$ cat src/rtl/rc_pwm_out.sv
// Servo PWM generator fed by RC channel-update strobes: converts 11-bit RC values to
// 1000..2000 us pulses, phase-aligned on a fixed frame, with failsafe on link loss.
module rc_pwm_out #(
    parameter int clock_frequency     = 12000000,
    parameter int num_outputs         = 4,
    parameter int frame_period_us     = 20000,
    parameter int failsafe_timeout_ms = 100,
    parameter int failsafe_pulse_us   = 1500
) (
    input  logic                   clock,
    input  logic                   reset,
    input  logic                   channel_changed,
    input  logic [3:0]             channel_index,
    input  logic [10:0]            channel_value,
    output logic [num_outputs-1:0] pwm,
    output logic                   link_ok
);

    localparam int TICKS   = clock_frequency / 1000000;
    localparam int PW      = (TICKS > 1) ? $clog2(TICKS) : 1;
    localparam int UW      = $clog2(frame_period_us);
    localparam int CW      = (UW > 12) ? UW : 12;
    localparam int TIMEOUT = failsafe_timeout_ms * (clock_frequency / 1000);
    localparam int LW      = $clog2(TIMEOUT + 1);
    localparam logic [11:0] FS_WIDTH = 12'(failsafe_pulse_us);

    logic [PW-1:0] r_prescale;
    logic [CW-1:0] r_us_count;
    logic          r_first;
    logic [LW-1:0] r_link_cnt;
    logic [11:0]   r_pending [num_outputs];
    logic [11:0]   r_active  [num_outputs];

    logic          w_tick;
    logic          w_wrap;
    logic          w_frame_start;
    logic [13:0]   w_prod;
    logic [11:0]   w_sum;
    logic [11:0]   w_width;

    assign w_tick        = (r_prescale == PW'(TICKS - 1));
    assign w_wrap        = (r_us_count == CW'(frame_period_us - 1));
    // The first tick after reset opens frame 0 without advancing us_count.
    assign w_frame_start = w_tick && (r_first || w_wrap);

    // NOTE: every output of an always_comb gets a default first so no path can infer a latch.
    always_comb begin
        w_prod  = {3'b000, channel_value} * 14'd5;
        w_sum   = 12'd880 + {1'b0, w_prod[13:3]};
        w_width = w_sum;
        if (w_sum < 12'd1000) begin
            w_width = 12'd1000;
        end else if (w_sum > 12'd2000) begin
            w_width = 12'd2000;
        end
    end

    // NOTE: sequential state uses non-blocking assignments so every register samples pre-edge values.
    always_ff @(posedge clock or posedge reset) begin
        if (reset) begin
            r_prescale <= '0;
            r_us_count <= '0;
            r_first    <= 1'b1;
        end else begin
            r_prescale <= w_tick ? '0 : r_prescale + 1'b1;
            if (w_tick) begin
                r_first <= 1'b0;
                if (!r_first) begin
                    r_us_count <= w_wrap ? '0 : r_us_count + 1'b1;
                end
            end
        end
    end

    // NOTE: these small register arrays are reset because reset defines their contents (failsafe width).
    always_ff @(posedge clock or posedge reset) begin
        if (reset) begin
            for (int i = 0; i < num_outputs; i++) begin
                r_pending[i] <= FS_WIDTH;
                r_active[i]  <= FS_WIDTH;
            end
        end else begin
            for (int i = 0; i < num_outputs; i++) begin
                if (channel_changed && (channel_index == 4'(i))) begin
                    r_pending[i] <= w_width;
                end
                if (w_frame_start) begin
                    r_active[i] <= link_ok ? r_pending[i] : FS_WIDTH;
                end
            end
        end
    end

    always_ff @(posedge clock or posedge reset) begin
        if (reset) begin
            r_link_cnt <= '0;
            link_ok    <= 1'b0;
        end else if (channel_changed) begin
            r_link_cnt <= '0;
            link_ok    <= 1'b1;
        end else if (r_link_cnt != LW'(TIMEOUT)) begin
            r_link_cnt <= r_link_cnt + 1'b1;
            if (r_link_cnt == LW'(TIMEOUT - 1)) begin
                link_ok <= 1'b0;
            end
        end
    end

    always_ff @(posedge clock or posedge reset) begin
        if (reset) begin
            pwm <= '0;
        end else begin
            for (int i = 0; i < num_outputs; i++) begin
                pwm[i] <= !r_first && (r_us_count < CW'(r_active[i]));
            end
        end
    end

endmodule

$ cat config.mk
export PLATFORM = sky130hd
export DESIGN_NAME = rc_pwm_out
export DESIGN_NICKNAME = d
export VERILOG_FILES = /design/src/rtl/rc_pwm_out.sv
export SDC_FILE = /design/constraint.sdc
export NUM_CORES = 1
export LEC_CHECK = 0
export ABC_CLOCK_PERIOD_IN_PS = 12100
export BUFFER_PORTS_ARGS = -buffer_cell sky130_fd_sc_hd__buf_2
export CAP_MARGIN = 5
export CORE_MARGIN = 1
export CORE_UTILIZATION = 43
export DETAILED_ROUTE_END_ITERATION = 7
export SYNTH_ARGS = -nofsm -noshare
export SYNTH_HDL_FRONTEND = slang
export SYNTH_SLANG_ARGS = --single-unit
export TNS_END_PERCENT = 100
$ cat constraint.sdc
create_clock -name clock -period 12.1 [get_ports clock]
set_clock_uncertainty 0.1 [all_clocks]
set_input_delay 1.21 -clock clock [delete_from_list [all_inputs] [get_ports clock]]
set_output_delay 1.21 -clock clock [all_outputs]
set_load 0.02 [all_outputs]
==> summary.txt <==
Gr usage total = 19.9%
Min Tclk post-route = 5.46 ns
Final Setup Violations = 0
Setup TNS = 0 ns
WL/cell = 16.0 µm
Synthesized instance count = 804
Critical path class = in -> reg
Nets = 907
Flop-to-flop setup slack = 8.61 ns
Measured slew at the worst slew-check pin = 1.19 ns
Num ports = 23
Grt ovf = 0
DR pass1 iterations = 4
Hold path depth = 1
Via count = 5687
First element of the critical path = channel_value[1]
FMAX = 0.183 GHz
Ys flop type = dfrtp_1
FILL cells = 1648
FF+latch count, synth = 142
Post-CTS setup buffer count = 0
Mean post-synth cell area = 9.80 µm²
Status = finished clean
Unrepaired setup endpoints after global routing = false
Initial core utilization = 43.9%
Synth top area share = 27.0%
Vias in the first global route = 5813
Worst Hold End = r_prescale[0]
CTS tree = yes
Die H = 137 µm
Most frequent cells in the layout = 85 x dfrtp_1, 83 x nand2_1, 70 x inv_1
Layout cell share with drive strength beyond 1 = 16.9%
Post-synth net total = 892
CTS Buf Count = 17
Placed insts = 1029
HP Start = r_prescale[0]
Critical Path End Type = flop
Max_cap viols = 0
Vias/cell = 5.36
Largest net degree at the start of global routing = 76
Pwr per Cell Area = 153 nW/µm²
Final ANT Viol Nets = 0
Netlist Area Pre-Place = 7880 µm²
Core Area = 18000 µm²
Final GP Congestion = 0.869
RR Startpoint = r_us_count[1]
Slew Limit Fails = 0
Unique masters post-synth = 67
CP Data Arrival Time = 5.70 ns
Initial DRC count = 244
Power consumption = 0.00135 W
Post-route clock period utilization = 45.2%
Yosys top cell by area = dfrtp_1
DP HPWL = 12300 µm
Crit start category = input port
Commonest non-fill, non-tap cell in the layout = dfrtp_1
Lkg Pwr = 3.81 nW
Initial antenna violation count = 0
Combined area of the multi-input logic cells = 3870 µm²
CTS Root Cell = clkbuf_16
Synth warnings = 0
Ant diodes = 0
Clock-pin slew of the registers on the worst-case setup and hold paths = 0.06 ns
Post-route DRC = 0
Busiest grt layer = met2
Dpl cell area = 8190 µm²
Port Buf Inserts = 22
Worst vdd ir = 0.0984 mV
Register Area = 3620 µm²
Reg2Reg Depth = 9
Synth-to-Final Area Change = 12.0%
Asr flop ratio synth = 100%
Full die area = 18900 µm²
First-pass GRT wire length = 28800 µm
Clock Latency Late Sink = 0.42 ns
Critical Path RT = 12.33 ns
Final Hold Fails = 0
Slew headroom = 20.7%
Hold WC Path Type = reg -> reg
Number of flops mapped to enable cells by yosys = 0
Critical path fanouts, max = 18
Met1 Usage GRT = 25.4%
Resize count post-CTS = 0
GRT met3 Usage = 4.16%
Final non-filler cell total = 1061
RR Endpoint = r_active[13]
M2 GR Usage = 33.4%
Final WL = 17000 µm
Die W = 137 µm
Register area share after synthesis = 46.0%
Hold buffers post-CTS = 0
CTS H-tree depth = 4
Core Rows = 49
Fin area = 8830 µm²
Clock buffer depth = 2
Clk sinks = 142
Synth area leaders = dfrtp_1 27%, dfstp_2 19%, ha_1 11%, nand2_1 4.0%, inv_1 3.4%
registers in the layout, indices dropped and copies added, names as in the netlist:
register    flops
r_link_cnt     21
r_first         1
r_us_count     15
r_active       48
link_ok         1
r_pending      48
r_prescale      4
pwm             4
worst max-delay path, stage by stage:
cell,delay (ns)
buf_2,0.10
ha_1,0.28
ha_1,0.25
fa_1,0.41
a211o_1,0.36
o21ai_1,0.11
xor2_1,0.47
ha_1,0.37
nand2b_1,0.08
mux2i_1,0.28
o22ai_1,0.10
a21boi_0,0.17
nor3_2,0.65
mux2i_4,0.62
a2bb2oi_1,0.24
stage by stage:
step / utilization (%) / hold slack, ns / setup slack [ns]
final: 49.2 / 0.358 / 6.64
after global routing: 49.2 / 0.389 / 6.26
after CTS: 49.2 / 0.365 / 6.63
after detailed placement: 45.6 / 0.357 / 6.20
after global placement: 45.6 / 0.349 / 6.41
after floorplan: - / 0.332 / 6.83
power breakdown:
part	switching [W]	leakage (nW)	internal, W	total (W)
clock network	0.000198	0.305	0.000358	0.000556
logic	0.000125	1.76	0.0000804	0.000205
registers	0.0000290	1.75	0.000560	0.000589
total	0.000352	3.81	0.000999	0.00135
worst max path at each step:
| stage | slack (ns) | to |
|---|---|---|
| 6_report | 6.64 | r_pending[30] |
| 5_1_grt | 6.26 | r_pending[36] |
| 4_1_cts | 6.63 | r_pending[30] |
| 3_5_place_dp | 6.20 | r_pending[37] |
| 3_3_place_gp | 6.41 | r_pending[37] |
| 2_1_floorplan | 6.83 | r_pending[15] |
cells by family after synthesis:
logic type	share of synthesized area, %
adders and majority gates	11.2
muxes	1.97
buffers and inverters	5.06
xor gates and xnor gates	3.86
AOI/OAI and AO/OA	15.7
and+or+nand+nor	16.2
DFF	46.0
Yosys cell counts (7+ instances only):
cell and number:
nor3_1 10, o21ai_0 46, nor3b_1 17, nand2_1 83
a31oi_1 14, clkbuf_1 21, or3_1 11, ha_1 69
inv_1 71, mux2_2 10, dfrtp_1 85, o21ai_1 8
dfstp_2 57, xor2_1 18, nand3_1 27, nand2b_1 8
and2_1 9, xnor2_1 14, a21o_1 26, o22ai_1 7
nand4_1 11, nor2_1 55, a21oi_1 37
cell type report:
type / instances / share of cell area (%)
repair buffers: 26 / 1.59
flip-flops and latches: 142 / 41.1
clock inverters: 8 / 1.43
clock buffers: 24 / 5.80
multi-input cells: 561 / 43.8
inverters: 71 / 3.07
well taps: 229 / 3.25
layer usage:
metal	up-vias	part of all wire [%]
li1	2837	-
met1	2766	46
met2	69	49
met3	15	2.8
met4	0	1.5
met5	-	0
No activity file was read; power rests on OpenSTA's default activity.
